--- config.mk ---
export PLATFORM = sky130hd
export DESIGN_NAME = axis_pkt_arbiter
export DESIGN_NICKNAME = d
export VERILOG_FILES = /design/src/rtl/axis_arb_pkg.sv /design/src/rtl/axis_skid_buf.sv /design/src/rtl/axis_pkt_arbiter.sv
export SDC_FILE = /design/constraint.sdc
export NUM_CORES = 1
export LEC_CHECK = 0
export ABC_AREA = 1
export BUFFER_PORTS_ARGS = -buffer_cell sky130_fd_sc_hd__buf_4
export CAP_MARGIN = 10
export CORE_MARGIN = 2
export CORE_UTILIZATION = 43
export CTS_CLUSTER_DIAMETER = 50
export CTS_CLUSTER_SIZE = 20
export DETAILED_ROUTE_END_ITERATION = 8
export PLACE_DENSITY = 0.77
export SLEW_MARGIN = 20
export SYNTH_ARGS = -nofsm -noshare
export SYNTH_HDL_FRONTEND = slang
export SYNTH_SLANG_ARGS = --single-unit
export TNS_END_PERCENT = 100
--- constraint.sdc ---
create_clock -name aclk -period 4.6 [get_ports aclk]
set_clock_uncertainty 0.1 [all_clocks]
set_input_delay 0.92 -clock aclk [delete_from_list [all_inputs] [get_ports aclk]]
set_output_delay 0.92 -clock aclk [all_outputs]
set_load 0.005 [all_outputs]
--- src/rtl/axis_arb_pkg.sv ---
// Shared types and helpers for the AXI-Stream packet arbiter.
package axis_arb_pkg;

    localparam int DEF_DATA_W = 32;
    localparam int DEF_STRB_W = DEF_DATA_W / 8;
    localparam int MAX_SRC    = 8;

    typedef enum logic [0:0] {
        IDLE  = 1'b0,
        GRANT = 1'b1
    } arb_state_e;

    // Round-robin pick: first requester after 'last', wrapping modulo num_src.
    // Falls back to 'last' when nobody requests; callers only use it when req != 0.
    function automatic logic [2:0] rr_pick(
        input logic [MAX_SRC-1:0] req,
        input logic [2:0]         last,
        input int                 num_src
    );
        logic [2:0] pick;
        logic [2:0] idx;
        logic       found;
        pick  = last;
        found = 1'b0;
        for (int k = 1; k <= MAX_SRC; k++) begin
            idx = 3'((int'(last) + k) % num_src);
            if (!found && (k <= num_src) && req[idx]) begin
                pick  = idx;
                found = 1'b1;
            end
        end
        return pick;
    endfunction

endpackage

--- src/rtl/axis_skid_buf.sv ---
// Two-entry AXI-Stream register slice. The main entry drives the registered
// outputs; the skid entry catches the beat that arrives while the output stalls.
// Upstream ready is simply "skid entry empty", which keeps full throughput.
module axis_skid_buf #(
    parameter int WIDTH = 8
) (
    input  logic             aclk,
    input  logic             aresetn,
    input  logic [WIDTH-1:0] s_data_i,
    input  logic             s_valid_i,
    output logic             s_ready_o,
    output logic [WIDTH-1:0] m_data_o,
    output logic             m_valid_o,
    input  logic             m_ready_i
);

    logic [WIDTH-1:0] main_q;
    logic [WIDTH-1:0] skid_q;
    logic             main_vld_q;
    logic             skid_vld_q;
    logic             push;
    logic             advance;

    assign s_ready_o = !skid_vld_q;
    assign push      = s_valid_i && !skid_vld_q;
    assign advance   = !main_vld_q || m_ready_i;
    assign m_data_o  = main_q;
    assign m_valid_o = main_vld_q;

    // Main entry: refill from the skid entry first so beat order is preserved.
    // NOTE: non-blocking assignments so every register samples pre-edge values.
    always_ff @(posedge aclk) begin
        if (!aresetn) begin
            main_vld_q <= 1'b0;
            main_q     <= '0;
        end else if (advance) begin
            if (skid_vld_q) begin
                main_vld_q <= 1'b1;
                main_q     <= skid_q;
            end else begin
                main_vld_q <= push;
                if (push) begin
                    main_q <= s_data_i;
                end
            end
        end
    end

    // Skid valid: set when a beat arrives during an output stall, cleared on drain.
    always_ff @(posedge aclk) begin
        if (!aresetn) begin
            skid_vld_q <= 1'b0;
        end else if (advance) begin
            skid_vld_q <= 1'b0;
        end else if (push) begin
            skid_vld_q <= 1'b1;
        end
    end

    // Skid payload capture.
    // NOTE: payload-only register left without reset; skid_vld_q gates every use.
    always_ff @(posedge aclk) begin
        if (!advance && push) begin
            skid_q <= s_data_i;
        end
    end

endmodule

--- src/rtl/axis_pkt_arbiter.sv ---
// Packet-level round-robin arbiter: NUM_SRC AXI-Stream sources share one master
// port. A grant is held from the first beat through tlast, so packets never
// interleave. Each packet costs one arbitration cycle in IDLE.
module axis_pkt_arbiter
    import axis_arb_pkg::*;
#(
    parameter int NUM_SRC = 4,
    parameter int DATA_W  = DEF_DATA_W,
    parameter int STRB_W  = DATA_W / 8,
    parameter int ID_W    = $clog2(NUM_SRC)
) (
    input  logic                      aclk,
    input  logic                      aresetn,
    input  logic [NUM_SRC*DATA_W-1:0] s_tdata,
    input  logic [NUM_SRC*STRB_W-1:0] s_tstrb,
    input  logic [NUM_SRC-1:0]        s_tlast,
    input  logic [NUM_SRC-1:0]        s_tvalid,
    output logic [NUM_SRC-1:0]        s_tready,
    output logic [DATA_W-1:0]         m_tdata,
    output logic [STRB_W-1:0]         m_tstrb,
    output logic                      m_tlast,
    output logic [ID_W-1:0]           m_tid,
    output logic                      m_tvalid,
    input  logic                      m_tready,
    output logic                      busy,
    output logic [ID_W-1:0]           grant_idx
);

    localparam int PAY_W = DATA_W + STRB_W + 1 + ID_W;

    arb_state_e        state_q, state_d;
    logic [ID_W-1:0]   grant_q, grant_d;
    logic [ID_W-1:0]   last_q, last_d;
    logic              skid_in_ready;
    logic              sel_valid;
    logic              sel_last;
    logic              accept;
    logic [PAY_W-1:0]  pay_in;
    logic [PAY_W-1:0]  pay_out;

    assign sel_valid = (state_q == GRANT) && s_tvalid[grant_q];
    assign sel_last  = s_tlast[grant_q];
    assign accept    = sel_valid && skid_in_ready;
    assign pay_in    = {s_tdata[int'(grant_q)*DATA_W +: DATA_W],
                        s_tstrb[int'(grant_q)*STRB_W +: STRB_W],
                        sel_last, grant_q};

    assign busy      = (state_q == GRANT);
    assign grant_idx = grant_q;
    assign {m_tdata, m_tstrb, m_tlast, m_tid} = pay_out;

    // Ready is routed only to the granted source, and only while holding a grant.
    always_comb begin
        s_tready = '0;
        if (state_q == GRANT) begin
            s_tready[grant_q] = skid_in_ready;
        end
    end

    // Arbitration FSM: pick in IDLE, hold the grant until the tlast beat is accepted.
    always_comb begin
        // NOTE: defaults first so no path leaves a variable unassigned (no latches).
        state_d = state_q;
        grant_d = grant_q;
        last_d  = last_q;
        case (state_q)
            IDLE: begin
                if (|s_tvalid) begin
                    grant_d = ID_W'(rr_pick(MAX_SRC'(s_tvalid), 3'(last_q), NUM_SRC));
                    state_d = GRANT;
                end
            end
            GRANT: begin
                if (accept && sel_last) begin
                    last_d  = grant_q;
                    state_d = IDLE;
                end
            end
            default: state_d = IDLE;
        endcase
    end

    // State registers; last_grant resets so source 0 has top priority.
    always_ff @(posedge aclk) begin
        if (!aresetn) begin
            state_q <= IDLE;
            grant_q <= '0;
            last_q  <= ID_W'(NUM_SRC - 1);
        end else begin
            state_q <= state_d;
            grant_q <= grant_d;
            last_q  <= last_d;
        end
    end

    axis_skid_buf #(
        .WIDTH(PAY_W)
    ) u_skid (
        .aclk      (aclk),
        .aresetn   (aresetn),
        .s_data_i  (pay_in),
        .s_valid_i (sel_valid),
        .s_ready_o (skid_in_ready),
        .m_data_o  (pay_out),
        .m_valid_o (m_tvalid),
        .m_ready_i (m_tready)
    );

    a_ready_onehot: assert property (@(posedge aclk) disable iff (!aresetn) $onehot0(s_tready))
        else $fatal(1, "s_tready asserted to more than one source");

endmodule

==> results.json <==
{
  "via_per_inst": 5.11,
  "ioPinCount": 202,
  "drv_cap": 0,
  "synth_seq_cells": 85,
  "synth_nets": 754,
  "relSlewSlack": 0.440,
  "crit_type": "reg2reg",
  "final.period_utilization": 0.747,
  "synthXorXnorAreaFrac": 0,
  "synth_compound_area_frac": 0.167,
  "cts_tree": "done",
  "first_pass_iters": 5,
  "cts_resized": 0,
  "clk_pin_slew_ps": 80,
  "dr.first_iter.drc_count": 193,
  "cts.sinks": 85,
  "ys_seq_area_frac": 0.471,
  "cts_root_buffer": "clkbuf_8",
  "die_y_um": 106,
  "layout-drive-gt1-share": 0.300,
  "grt_pass1_wl_um": 21300,
  "cts_setup_buffers": 0,
  "hold_path.class": "reg2reg",
  "grt_overflow_total": 0,
  "end_kind": "register",
  "syn_to_final_growth_pct": 39.7,
  "num_rows": 37,
  "utilization": 0.609,
  "synth_top_family_by_area": "simple AND/OR/NAND/NOR gates",
  "wl_per_cell_um": 14.4,
  "p_leak_nw": 2.85,
  "initial_core_util": 0.436,
  "ys_warn_count": 0,
  "stdcell_area_um2": 6200,
  "drv_slew": 0,
  "powerDensity_nw_per_um2": 376,
  "max_clock_freq_mhz": 291,
  "cts.htree.levels": 3,
  "hold_violations": 0,
  "antenna_found_initial": 0,
  "synthAdderAreaFrac": 0,
  "synth_cells": 599,
  "setup_viol": 0,
  "cts_hold_buffers": 0,
  "core-area_um2": 10200,
  "yosys.area_share.simple": 0.291,
  "grt_pass1_vias": 4593,
  "vdd_drop_max_v": 0.000164,
  "tns_ps": 0,
  "grt_max_degree": 44,
  "min_period_ps": 3430,
  "grt.total_usage": 0.235,
  "synth_area_um2": 4440,
  "placed_cell_area_um2": 5950,
  "dieWidth_um": 106,
  "vias": 4666,
  "muxShareOfSynthArea": 0,
  "post-dp-hpwl_um": 9290,
  "status": "complete, no violations",
  "synth_area_per_cell_um2": 7.42,
  "diodes": 0,
  "cp.arrival_ps": 3560,
  "wl_um": 13100,
  "cp_max_fo": 41,
  "grt_setup_unrepaired": "false",
  "port_buffers": 201,
  "drc": 0,
  "die_area_um2": 11200,
  "cp.required_ps": 4730,
  "synth_cell_types": 22,
  "cts_inserted_buffers": 9,
  "ant_nets": 0,
  "insertion_delay_ps": 340,
  "clockBufferDepth": 2,
  "nets": 927,
  "timing.critical_path.from_type": "register",
  "gp_congestion": 0.854,
  "max_slew.worst_pin.slew_ps": 838
}
critical path, cell delays in order, from the launching register on:
cell     delay (ps)
dfxtp_1         580
inv_1           170
nor2_4          100
buf_4           390
nand2_1         110
nand4_1         130
nand2_2         110
nand2_2         610
nand2_2         600
o21ai_0         340
nor2_1           70
cell type report:
type	count	area [µm²]
tap	136	170
inverter	15	56.3
clock inverter	5	106
sequential	85	2090
timing repair buffer	207	1550
multi-input combinational	454	2070
clock buffer	11	151
fill	914	3980
cells in the final DEF, fill, tap and decap left out:
cell,instances
a22oi_1,36
dfxtp_2,1
buf_4,207
clkinv_4,1
nor2_4,3
nor3_1,3
nand2_1,227
dfxtp_1,45
clkinv_1,1
o211ai_1,1
inv_2,1
a21oi_1,47
clkbuf_8,11
o21ai_1,7
o21ai_0,37
nand2_2,4
inv_1,13
a41oi_1,1
bufinv_16,3
nand3_1,43
nand4_1,3
edfxtp_1,39
nor2_1,41
clkinvlp_4,1
nor3_4,1
cell usage after synthesis (all sizes together):
library cell,number,area share
a21oi,47,0.053
a22oi,36,0.061
a41oi,1,0.0020
buf,29,0.045
clkbuf,16,0.014
clkinv,1,0.00084
dfxtp,46,0.21
edfxtp,39,0.26
inv,14,0.012
nand2,231,0.20
nand3,43,0.048
nand4,3,0.0042
nor2,44,0.037
nor3,4,0.0045
o211ai,1,0.0017
o21ai,44,0.050
kinds of logic after synthesis:
logic type,Yosys count
flip-flops,85
AO/OA/AOI/OAI,129
buffers and inverters,60
AND/OR/NAND/NOR,325
metrics by stage:
stage / hold slack [ps] / setup WS [ps] / total power [mW] / std cells
4_1_cts: 388 / 1180 / 2.35 / 913
6_report: 388 / 1170 / 2.33 / 913
3_5_place_dp: 369 / 1200 / 1.70 / 897
5_1_grt: 414 / 785 / 2.48 / 913
2_1_floorplan: 326 / 1190 / 1.40 / 599
3_3_place_gp: 364 / 1410 / 1.68 / 897
report_power, final:
part / internal (mW) / switching (mW)
sequential: 0.881 / 0.0523
clock: 0.391 / 0.257
combinational: 0.328 / 0.421
total: 1.60 / 0.731
metal layers:
metal | GRT usage | up-vias | share of wire
met3 | 0.0489 | 21 | 0.075
met5 | 0 | - | 0
met2 | 0.420 | 189 | 0.50
met4 | 0.0883 | 0 | 0.022
met1 | 0.275 | 2097 | 0.41
li1 | - | 2359 | -
final timing paths:
kind | start | endpoint | slack [ps] | cells past startpoint
worst max register to register | grant_idx[1]$_SDFFE_PN0P_ | u_skid.m_data_o[5]$_SDFFE_PN0P_ | 1170 | 10
worst min register to register | u_skid.m_data_o[25]$_SDFFE_PN0P_ | u_skid.m_data_o[25]$_SDFFE_PN0P_ | 390 | 2
worst max-delay path | grant_idx[1]$_SDFFE_PN0P_ | u_skid.m_data_o[5]$_SDFFE_PN0P_ | 1170 | 10
worst min-delay path | u_skid.m_data_o[25]$_SDFFE_PN0P_ | u_skid.m_data_o[25]$_SDFFE_PN0P_ | 390 | 2
registers in the layout (all words and copies together) (netlist names):
register           count
busy                   1
grant_idx              2
last_q                 2
u_skid.m_data_o       39
u_skid.m_valid_o       1
u_skid.skid_q         39
u_skid.skid_vld_q      1
(Power assumes the default switching activity.)
